## src/rtl/concot_lane_fifo_array_pkg.sv

```systemverilog
// concot_pkg: shared sizing and bus-slicing helpers for the lane FIFO array.
package concot_pkg;
  function automatic int clog2(input int v);
    int r = 0;
    while ((1 << r) < v) r++;
    return r;
  endfunction
  function automatic int lvl_w(input int depth);
    return clog2(depth + 1);
  endfunction
  function automatic int lane_lsb(input int c, input int w);
    return c * w;
  endfunction
endpackage

```

## src/rtl/concot_lane_fifo.sv

```systemverilog
// concot_lane_fifo: one elastic FIFO lane with explicit level and a sticky full-stall detector.
module concot_lane_fifo
  import concot_pkg::*;
#(
  parameter int WIDTH = 8,
  parameter int DEPTH = 4,
  parameter bit REVERSE = 1'b0
) (
  input  logic                      clk,
  input  logic                      rst_n,
  input  logic                      flush,
  input  logic [WIDTH-1:0]          din,
  input  logic                      in_valid,
  output logic                      in_ready,
  output logic [WIDTH-1:0]          dout,
  output logic                      out_valid,
  input  logic                      out_ready,
  output logic [lvl_w(DEPTH)-1:0]   level,
  output logic                      ovf_seen
);
  localparam int AW = clog2(DEPTH);
  localparam int LW = lvl_w(DEPTH);
  localparam int CW = LW + 1;
  localparam logic [LW-1:0] FULL = LW'(DEPTH);
  logic [WIDTH-1:0] mem [DEPTH];
  logic [AW-1:0] wr, rd;
  logic [CW-1:0] cnt;
  logic push, pop, stall;
  logic [WIDTH-1:0] head;
  assign in_ready = level != FULL;
  assign out_valid = level != '0;
  assign push = in_valid & in_ready;
  assign pop = out_valid & out_ready;
  assign stall = in_valid & ~in_ready;
  assign head = mem[rd];
  for (genvar i = 0; i < WIDTH; i++) begin : g_bit
    assign dout[i] = REVERSE ? head[WIDTH-1-i] : head[i];
  end
  // cnt saturates one past DEPTH; ovf_seen sets on the edge that takes it beyond DEPTH
  always_ff @(posedge clk) begin
    if (!rst_n || flush) begin
      wr <= '0;
      rd <= '0;
      level <= '0;
      cnt <= '0;
      for (int i = 0; i < DEPTH; i++) mem[i] <= '0;
      if (!rst_n) ovf_seen <= 1'b0;
    end else begin
      if (push) begin
        mem[wr] <= din;
        wr <= wr + 1'b1;
      end
      if (pop) rd <= rd + 1'b1;
      level <= level + LW'(push) - LW'(pop);
      cnt <= !stall ? '0 : (cnt > CW'(DEPTH)) ? cnt : cnt + 1'b1;
      if (stall && cnt >= CW'(DEPTH)) ovf_seen <= 1'b1;
    end
  end
endmodule

```

## src/rtl/concot_lane_fifo_array.sv

```systemverilog
// concot_lane_fifo_array: NUM_CH independent FIFO lanes on concatenated buses, lane 0 in the LSBs.
module concot_lane_fifo_array
  import concot_pkg::*;
#(
  parameter int WIDTH = 8,
  parameter int NUM_CH = 8,
  parameter int DEPTH = 4,
  parameter bit REVERSE = 1'b0
) (
  input  logic                             clk,
  input  logic                             rst_n,
  input  logic                             flush,
  input  logic [NUM_CH*WIDTH-1:0]          inp,
  input  logic [NUM_CH-1:0]                in_valid,
  output logic [NUM_CH-1:0]                in_ready,
  output logic [NUM_CH*WIDTH-1:0]          otp,
  output logic [NUM_CH-1:0]                out_valid,
  input  logic [NUM_CH-1:0]                out_ready,
  output logic [NUM_CH*lvl_w(DEPTH)-1:0]   level,
  output logic [NUM_CH-1:0]                ovf_seen
);
  localparam int LW = lvl_w(DEPTH);
  for (genvar c = 0; c < NUM_CH; c++) begin : g_lane
    concot_lane_fifo #(.WIDTH(WIDTH), .DEPTH(DEPTH), .REVERSE(REVERSE)) u_lane (
      .clk       (clk),
      .rst_n     (rst_n),
      .flush     (flush),
      .din       (inp[lane_lsb(c, WIDTH) +: WIDTH]),
      .in_valid  (in_valid[c]),
      .in_ready  (in_ready[c]),
      .dout      (otp[lane_lsb(c, WIDTH) +: WIDTH]),
      .out_valid (out_valid[c]),
      .out_ready (out_ready[c]),
      .level     (level[lane_lsb(c, LW) +: LW]),
      .ovf_seen  (ovf_seen[c])
    );
  end
endmodule

```

## config.mk

```make
export PLATFORM = sky130hd
export DESIGN_NAME = concot_lane_fifo_array
export DESIGN_NICKNAME = d
export VERILOG_FILES = /design/src/rtl/concot_lane_fifo_array_pkg.sv /design/src/rtl/concot_lane_fifo.sv /design/src/rtl/concot_lane_fifo_array.sv
export SDC_FILE = /design/constraint.sdc
export NUM_CORES = 1
export LEC_CHECK = 0
export BUFFER_PORTS_ARGS = -buffer_cell sky130_fd_sc_hd__buf_2
export CAP_MARGIN = 40
export CORE_MARGIN = 4
export CORE_UTILIZATION = 50
export DETAILED_ROUTE_END_ITERATION = 10
export PLACE_DENSITY = 0.73
export SYNTH_ARGS = -nofsm -noshare
export SYNTH_HDL_FRONTEND = slang
export SYNTH_HIERARCHICAL = 1
export SYNTH_SLANG_ARGS = --single-unit
```

## constraint.sdc

```tcl
create_clock -name clk -period 2 [get_ports clk]
set_input_delay 0 -clock clk [delete_from_list [all_inputs] [get_ports clk]]
set_output_delay 0 -clock clk [all_outputs]
set_load 0.02 [all_outputs]
```

==> results.txt, run 1 <==
The run finished, with violations left. The checks that failed: setup timing. Path class of the lowest-slack min-delay path: in2reg. Setup repair after global routing could not meet its margin everywhere.

Cell taking the most area after synthesis: sky130_fd_sc_hd__edfxtp_1. The count of final hold-check violations is 0. Averaged over all synthesized cells, the footprint is 13.6 sq um. Global routing finished with a remaining overflow of 0. Dividing the detail-routed via count by the number of cells gives 5.24. The reported leakage power was 0.00876 uW; the depth of the worst register-to-register path was 11. CTS buffer count: 40. Between clock sinks in the finished design, the worst skew comes to 0.0149 ns.

STA puts the critical path data arrival time at 2.46 ns. The tool flagged a number of max-cap violations equal to 0. The first global-routing pass estimated 57300 microns of wire. Entering global routing, the biggest net connects 33 pins. The total power divided by cell area is 837 nW/um^2, and the simple-gate share of the synthesized area is 18.8%. TritonCTS built the clock tree. The maximum resistive drop on vdd was 0.529 mV. In the post-synthesis netlist, the biggest area contributors are sky130_fd_sc_hd__edfxtp_1 48%, sky130_fd_sc_hd__dfxtp_1 13%, sky130_fd_sc_hd__mux4_2 8.7%.

The initial antenna violation count was 3. In the finished design, the share of the clock period the worst path needs comes to 103%. The die is 190 microns tall.

During synthesis, Yosys emitted a total of 6 warnings. After detailed routing, the average wire length per cell comes to 16.9 microns. Core box area: 32500 sq um. The proportion of synthesized chip area in sequential cells came out at 60.6%. Worst-case setup margin in the final layout: -0.0586 ns. Routability-driven placement finished with a final weighted congestion of 0.785. The die covers 36000 sq um.

For the total vias in the final route, the log shows 10900. The post-route netlist has 32.8% of its cells at a drive strength greater than 1. The final design utilization is 64.5%, and the instance count of the mapped netlist is 1214. The cell sitting at the root of the clock tree is a sky130_fd_sc_hd__clkbuf_16. The post-detailed-routing wire length came out at 35200 microns. The actual transition at the worst max-transition pin is 0.868 ns, and the required time reported for the critical path endpoint is 2.40 ns. In this run the core area contains 66 standard-cell rows.

By startpoint and endpoint, the worst setup path is classified as reg2reg. The area share of fa/ha/maj cells after synthesis was 3.39%; the time the final worst path needs with I/O delays and setup was 2.06 ns. Of the total synthesized cell area, the portion taken by XOR and XNOR cells is 1.27%.

In the final design database the tool counted 1728 nets. After legalization and detailed placement, the total HPWL measured 23600 microns. In this run, synthesis produced a sequential element count of 368. The tools report the clock sink count as 368. During placement, the flow inserted port buffers numbering 194.

The compound-cell area share of the yosys netlist is 4.44%, and the clock-pin slew reported for the worst setup and hold paths after clock tree synthesis is 0.06 ns. Total negative slack: -0.0928 ns. Across every metal layer, demand over resource in global routing totals 19.5%. The worst slack after detailed placement is -0.0300 ns. Measured against its own limit, the worst slew margin works out to 41.9%. Compared with the post-synthesis result, the final layout area differs by 26.9%. STA classifies the critical path startpoint as a flip-flop.

The combinational family with the most area after synthesis is simple AND/OR/NAND/NOR gates. The number of global-route vias before repair was 11300. After synthesis, the largest area contributor takes up 48.0% of total cell area.

Number of levels in the clock H-tree: 2. The logs give 16500 sq um for the synthesized cell area and 518 for the DRC violation total after the first TritonRoute iteration. The maximum fanout count along the critical path was 4; the mux cell area share after synthesis was 8.72%.

The first detailed-routing pass took 4 iterations. The capturing element type of the critical path was a flip-flop. Once the floorplan was initialized, standard cells occupied 50.8% of the core.

Counting along the longest clock path gives a buffer depth of 3. The count of pins on the block boundary came out at 195. For the worst-skew pair, the clock arrives at the later sink with an insertion delay of 0.52 ns. The overall die width is 190 microns, and the flop-to-flop setup slack is -0.06 ns.

The number of slew-limit violations in the final report came out at 0. The number of remaining DRC errors was 0; the remaining antenna violation count was 0. Timing would allow up to 486 MHz.

Counting instances, the worst hold path has a depth of 3. Setup violations remaining at the end of the flow were counted as 3. The number of nets handed over by synthesis was 1337. The tools report the post-synthesis cell type count as 40.
-- critical path: stages, from the launching register on --
cell and delay, ns:
sky130_fd_sc_hd__dfxtp_4 0.37, sky130_fd_sc_hd__nor3b_4 0.23, sky130_fd_sc_hd__inv_2 0.06, sky130_fd_sc_hd__nand2_2 0.09
sky130_fd_sc_hd__ha_4 0.21, sky130_fd_sc_hd__inv_4 0.05, sky130_fd_sc_hd__ha_4 0.12, sky130_fd_sc_hd__inv_2 0.04
sky130_fd_sc_hd__fa_2 0.34, sky130_fd_sc_hd__xor2_2 0.20, sky130_fd_sc_hd__and2_4 0.20, sky130_fd_sc_hd__nor3_4 0.04
-- sequential cells by signal, indices dropped and copies added, names as in the netlist, named ones only --
name	flops
g_lane.u_lane/ovf_seen	8
g_lane.u_lane/mem	256
g_lane.u_lane/level	24
g_lane.u_lane/wr	16
g_lane.u_lane/cnt	32
g_lane.u_lane/rd	16
-- cells in the mapped netlist, drive strengths merged --
| cell type | n |
|---|---|
| and2 | 200 |
| nor4b | 5 |
| buf | 28 |
| xnor2 | 8 |
| xor2 | 16 |
| clkbuf | 5 |
| o21ai | 50 |
| nor2 | 61 |
| nor3b | 8 |
| nand2 | 17 |
| a21o | 5 |
| fa | 8 |
| nand2b | 13 |
| ha | 32 |
| and3 | 72 |
| dfxtp | 104 |
| nand3 | 19 |
| nor3 | 24 |
| inv | 69 |
| nor4 | 5 |
| o311ai | 8 |
| nand3b | 5 |
| o31ai | 8 |
| o31a | 8 |
| edfxtp | 264 |
| a41o | 3 |
| a21oi | 43 |
| and4 | 8 |
| or3b | 8 |
| nor2b | 14 |
| mux4 | 64 |
| nand4 | 8 |
| or3 | 24 |
-- layer usage --
layer | track usage [%] | vias to the layer above | share of wire [%]
li1 | - | 5265 | -
met1 | 25.1 | 5313 | 42
met2 | 34.5 | 251 | 51
met3 | 3.28 | 64 | 5.2
met4 | 5.54 | 2 | 2.4
met5 | 0 | - | 0.020
-- cell families after synthesis --
family          Yosys count
simple gates            491
xor+xnor                 24
fa+ha+maj                40
flops                   368
mux                      64
buf+inv                 102
compound gates          125
-- report_power, final --
part / internal (uW) / switching (uW) / total (uW)
clock: 4210 / 2860 / 7070
sequential: 8530 / 159 / 8690
combinational: 805 / 986 / 1790
total: 13500 / 4010 / 17600
-- stage by stage --
stage | power, uW | hold slack, ns | cell area (sq um) | instances
2_1_floorplan | 9770 | 0.171 | 16600 | 1214
3_3_place_gp | 10400 | 0.305 | 18600 | 1899
3_5_place_dp | 10400 | 0.313 | 18600 | 1899
4_1_cts | 17700 | 0.181 | 20700 | 2057
5_1_grt | 18300 | 0.224 | 21000 | 2078
6_report | 17600 | 0.192 | 21000 | 2078
-- cell usage in the layout, fill, tap and decap left out, types with 9 or more instances in the layout --
cell type                       count
sky130_fd_sc_hd__a21oi_1           43
sky130_fd_sc_hd__and2_1           198
sky130_fd_sc_hd__and3_1            72
sky130_fd_sc_hd__buf_2            194
sky130_fd_sc_hd__buf_4            107
sky130_fd_sc_hd__clkbuf_16         41
sky130_fd_sc_hd__clkinv_2          10
sky130_fd_sc_hd__dfxtp_1           78
sky130_fd_sc_hd__dfxtp_2           12
sky130_fd_sc_hd__dfxtp_4           14
sky130_fd_sc_hd__dlygate4sd3_1     81
sky130_fd_sc_hd__edfxtp_1         264
sky130_fd_sc_hd__ha_1              27
sky130_fd_sc_hd__inv_1             50
sky130_fd_sc_hd__inv_2             18
sky130_fd_sc_hd__mux4_2            64
sky130_fd_sc_hd__nand2_1            9
sky130_fd_sc_hd__nand2b_1          13
sky130_fd_sc_hd__nand3_1           16
sky130_fd_sc_hd__nor2_1            60
sky130_fd_sc_hd__nor2b_1           14
sky130_fd_sc_hd__nor3_1            12
sky130_fd_sc_hd__o21ai_0           47
sky130_fd_sc_hd__or3_1             24
sky130_fd_sc_hd__xor2_1            13
-- final timing paths --
check,end,start
worst max register to register,g_lane[5].u_lane/level[2]$_SDFF_PP0_,g_lane[5].u_lane/level[0]$_SDFF_PP0_
worst max-delay path,g_lane[5].u_lane/level[2]$_SDFF_PP0_,g_lane[5].u_lane/level[0]$_SDFF_PP0_
worst min-delay path,g_lane[5].u_lane/wr[0]$_SDFFE_PP0P_,flush
worst min register to register,g_lane[2].u_lane/cnt[1]$_SDFFE_PP0P_,g_lane[2].u_lane/cnt[1]$_SDFFE_PP0P_
-- cell type report --
cell class | instances | area, sq um
clock inverter | 22 | 184
clock buffer | 50 | 1080
antenna | 1 | 2.50
inverter | 69 | 262
sequential | 368 | 10100
multi-input combinational | 744 | 6230
tap | 442 | 553
fill | 2429 | 11600
timing repair buffer | 382 | 2580
-- repair_timing --
item / 4_1_cts / 5_1_grt
hold buffers: 81 / 0
endpoints found under the setup margin: 14 / 16
hold endpoints to repair: 336 / 0
buffers inserted: 5 / 20
resized for setup: 5 / 25
pin swaps: 5 / 11
Note: power is estimated with default switching activity, not from simulation.
==> run 2: changes to the inputs <==
Settings changed: ABC_AREA set to 1.
==> results.txt, run 2 <==
The highest metal layer carrying signal wires in the routed design is met4. The logs give 195 (unchanged) for the count of pins on the block boundary and 0 (unchanged) for the total global routing overflow. The fraction of layout cells with a size suffix above 1 was 20.9% (-12 points); the post-synthesis cell type count was 26 (-35%). The count of final hold-check violations was 0 (unchanged). Leaving out fill and tap cells, the most frequent cell in the layout is sky130_fd_sc_hd__nor2_1. The maximum resistive drop on vdd was 0.593 mV (+12%).

The number of warnings printed during yosys synthesis came out at 6 (unchanged). The total power divided by cell area was 856 nW/um^2 (+2.3%); the DRC violation total after the first TritonRoute iteration was 888 (+71%). TritonCTS built the clock tree.

The clock sink count is 368 (unchanged). The overall power of the completed layout is 18100 uW (+2.9%), and the number of global-route vias before repair is 13200 (+17%). The logs give 38400 microns (+9.1%) for the post-detailed-routing wire length and 524 MHz (+7.9%) for the maximum clock frequency.

Traced cell by cell, the critical path runs through nor2_4 > nand2_2 > nand2_2 > inv_1 > ha_1 > inv_1 > ha_1 > inv_1 > fa_2 > nor2_1. The peak per-stage delay on the critical path works out to 0.51 ns (+0.14 ns). The min-delay analysis places its worst path in the category in2reg. The compound-cell area share of the yosys netlist works out to 8.13% (+3.7 points). For the weighted congestion at the end of routability-driven global placement, the log shows 0.832 (+6.1%). Global-route wire length before repair: 63000 microns (+9.8%). The share of the synthesized area in the top cell type is 46.6% (-1.3 points), and the total nets after synthesis is 1923 (+44%).

Reported leakage power: 0.00951 uW (+8.5%). The tools report the capturing element type of the critical path as a flip-flop. The simple-gate share of the synthesized area came out at 22.5% (+3.7 points). The number of antenna diodes is 0 (-1). g_lane.u_lane/mem holds more flip-flops than any other register. The logs give 26900 microns (+14%) for the HPWL after detailed placement and 2.41 ns (about the same) for the required time reported for the critical path endpoint. The number of maximum-capacitance constraint violations is 0 (unchanged), and the average detailed-routed wire length per instance is 14.6 microns (-14%). Broken down by cell family, the worst path's largest delay share belongs to adder cells. The logs give 16300 microns (+11%) for the wire length the detailed router placed on met1 and 68.0% (+26 points) for the relative slew slack.

The worst-case setup margin in the final layout is 0.0913 ns (+0.150 ns), and the layout overhead on the synthesized area is 24.1%. The hold path depth was 4 (+1); the total negative slack was 0 ns (+0.0928 ns). The run finished with clean final reports. The proportion of synthesized chip area in sequential cells is 58.9% (-1.7 points). The overall die width was 192 microns (+1.3%); the mux cell area share after synthesis was 0% (-8.7 points). The number of vias per cell after detailed routing came out at 5.00 (-4.7%). Ranked by instance count, the synthesized netlist is headed by 405 x sky130_fd_sc_hd__nor2_1, 274 x sky130_fd_sc_hd__inv_1, 264 x sky130_fd_sc_hd__edfxtp_1.

Maximum number of pins on one net before global-route repair: 20 (-39%). Maximum fanout count along the critical path: 4 (unchanged). The remaining antenna violation count is 0 (unchanged). Buffering stage count on the worst path with inverters included: 3 (unchanged). For this run, the leading register cell type out of synthesis is sky130_fd_sc_hd__edfxtp_1. The die outline area is 37000 sq um (+2.7%). The floorplan die height is 192 microns (+1.3%), and the core box area is 33500 sq um (+3.1%). The tools report the routed length on met2 as 19300 microns (+8.2%). For this design, the slowest cell found on the critical path is sky130_fd_sc_hd__fa_2. The tools report the instance count of the mapped netlist as 1800 (+48%). The cell taking the most area after synthesis is sky130_fd_sc_hd__edfxtp_1.

The most common cell in the synthesized netlist is sky130_fd_sc_hd__nor2_1. Flop-to-flop setup slack: 0.09 ns (+0.15 ns). The tree is rooted in a sky130_fd_sc_hd__clkbuf_16. Initial antenna violation count: 0 (-3).

The area share of fa/ha/maj cells after synthesis works out to 3.30% (-0.094 points). The summed area of non-filler cells in the final layout is 21100 sq um (+0.55%), and the number of levels in the clock H-tree is 2 (unchanged). Clock-pin slew reported for the worst setup and hold paths after clock tree synthesis: 0.06 ns (about the same). Among the stages of the critical path, the cell type that occurs most often is sky130_fd_sc_hd__inv_1.

The number of synthesized register bits is 368 (unchanged). By area, the combinational part of the netlist is dominated by simple AND/OR/NAND/NOR gates. The arrival time at the worst endpoint was 2.32 ns (-0.14 ns); the number of I/O port buffers was 194 (unchanged). The met3 routed wirelength is 1970 microns (+8.1%). Number of nets in the final layout: 2274 (+32%). For the maximum count of clock buffers along a single path, the log shows 3 (unchanged).

The total vias in the final route was 13100 (+21%); the depth of the worst register-to-register path was 10 (-1). The tools report the final setup skew as 0.0238 ns (+0.00895 ns). For the worst slack after detailed placement, the log shows 0.0758 ns (+0.106 ns). By startpoint and endpoint, the worst setup path is classified as reg2reg.

In the layout the commonest cells are 402 x sky130_fd_sc_hd__nor2_1, 274 x sky130_fd_sc_hd__inv_1, 264 x sky130_fd_sc_hd__edfxtp_1, 244 x sky130_fd_sc_hd__nand2_1, 195 x sky130_fd_sc_hd__buf_2. The largest registers in the layout are g_lane.u_lane/mem (256), g_lane.u_lane/cnt (32), g_lane.u_lane/level (24). For the initial standard-cell utilization of the core, the log shows 50.7% (-0.11 points).

The mean instance size in the synthesized netlist is 9.44 sq um (-31%). Ranked by total cell area, the synthesized netlist is headed by sky130_fd_sc_hd__edfxtp_1 47%, sky130_fd_sc_hd__dfxtp_1 12%, sky130_fd_sc_hd__nor2_1 8.9%. The placement-stage cell area is 18900 sq um (+1.5%), and the number of standard-cell rows in the floorplan is 67 (+1.5%). The time the final worst path needs with I/O delays and setup was 1.91 ns (-0.150 ns).

The total routing usage reported by global routing is 20.6% (+1.0 points). The CTS buffer count came out at 40 (unchanged). The synthesized cell area was 17000 sq um (+2.8%). The proportion of register bits with asynchronous set or reset after synthesis was 0% (unchanged).

The first-pass detailed-route iteration total was 5 (+1); the number of stages on the worst setup path was 10 (-1). For the number of slew-limit violations in the final report, the log shows 0 (unchanged). The clock insertion delay at the later pin of the skew report is 0.52 ns (about the same), and the count of flip-flops with a built-in enable after synthesis is 264 (unchanged). The number of remaining DRC errors came out at 0 (unchanged). The tools report the setup-violating endpoint count in the final report as 0 (-3). STA classifies the critical path startpoint as a flip-flop.

The area share of xor/xnor cells in the synthesized design was 0% (-1.3 points). Flip-flop count of the largest register, all copies and words added: 256 (unchanged). The actual transition at the worst max-transition pin is 0.480 ns (-0.389 ns).

Share of the clock period used by the worst path after layout: 95.4% (-7.5 points).
==> run 2: changes by cell type in the layout (fill, tap and decap cells not counted), sizes merged, moves of 72 or more <==
cell / before / now
inv: 69 / 296
nand2: 17 / 304
and3: 72 / 0
o21ai: 50 / 161
nor2: 61 / 444
and2: 200 / 0
==> run 2: path summary, 6_finish.rpt <==
check	end	startpoint
setup reg to reg	g_lane[1].u_lane/level[1]$_SDFF_PP0_	g_lane[1].u_lane/level[0]$_SDFF_PP0_
hold reg to reg	g_lane[5].u_lane/cnt[3]$_SDFFE_PP0P_	g_lane[5].u_lane/cnt[3]$_SDFFE_PP0P_
hold / removal	g_lane[5].u_lane/level[0]$_SDFF_PP0_	flush
setup / recovery	g_lane[1].u_lane/level[1]$_SDFF_PP0_	g_lane[1].u_lane/level[0]$_SDFF_PP0_
==> run 2: stage by stage <==
stage	hold WS [ns]	util [%]	instances
final	0.0586	62.9	2630
after global routing	0.0869	62.9	2630
after CTS	0.0300	62.6	2626
after detailed placement	0.310	56.2	2472
after global placement	0.307	56.2	2471
after floorplan	0.156	-	1800
==> run 2: logic make-up (layout without fill, tap and decap cells) <==
kind of cell | count (synthesis) | in the layout
flip-flops | 368 | 368
AND/OR/NAND/NOR | 816 | 816
buffers and inverters | 316 | 698
AO/OA/AOI/OAI | 260 | 260
adder cells (fa/ha/maj) | 40 | 40
==> run 2: per-layer routing <==
| metal | vias up | GRT usage [%] |
|---|---|---|
| li1 | 6560 | - |
| met1 | 6186 | 26.1 |
| met2 | 321 | 36.5 |
| met3 | 76 | 3.53 |
| met4 | 0 | 5.54 |
| met5 | - | 0 |
==> run 2: cell type report <==
class,count,area [sq um]
clock buffers,58,1150
clock inverters,15,180
fillers,2684,12400
inverters,299,1120
multi-input cells,1116,5870
flip-flops and latches,368,10000
well taps,448,561
repair buffers,326,2170
==> run 2: what timing repair did <==
action | CTS | global route
buffers inserted | 0 | 4
hold buffers | 81 | 0
endpoints found under the setup margin | 0 | 15
gates resized for setup | 0 | 28
endpoints found under the hold margin | 336 | 0
==> run 2: worst register-to-register path, cell delays in order (launching register included) <==
cell	delay, ns
sky130_fd_sc_hd__dfxtp_2	0.34
sky130_fd_sc_hd__nor2_4	0.15
sky130_fd_sc_hd__nand2_2	0.10
sky130_fd_sc_hd__nand2_2	0.08
sky130_fd_sc_hd__inv_1	0.06
sky130_fd_sc_hd__ha_1	0.26
sky130_fd_sc_hd__inv_1	0.06
sky130_fd_sc_hd__ha_1	0.14
sky130_fd_sc_hd__inv_1	0.05
sky130_fd_sc_hd__fa_2	0.51
sky130_fd_sc_hd__nor2_1	0.05
==> run 2: power by group <==
part	switching, uW	internal [uW]
logic	1280	692
registers	153	8550
clock network	2880	4510
total	4310	13800
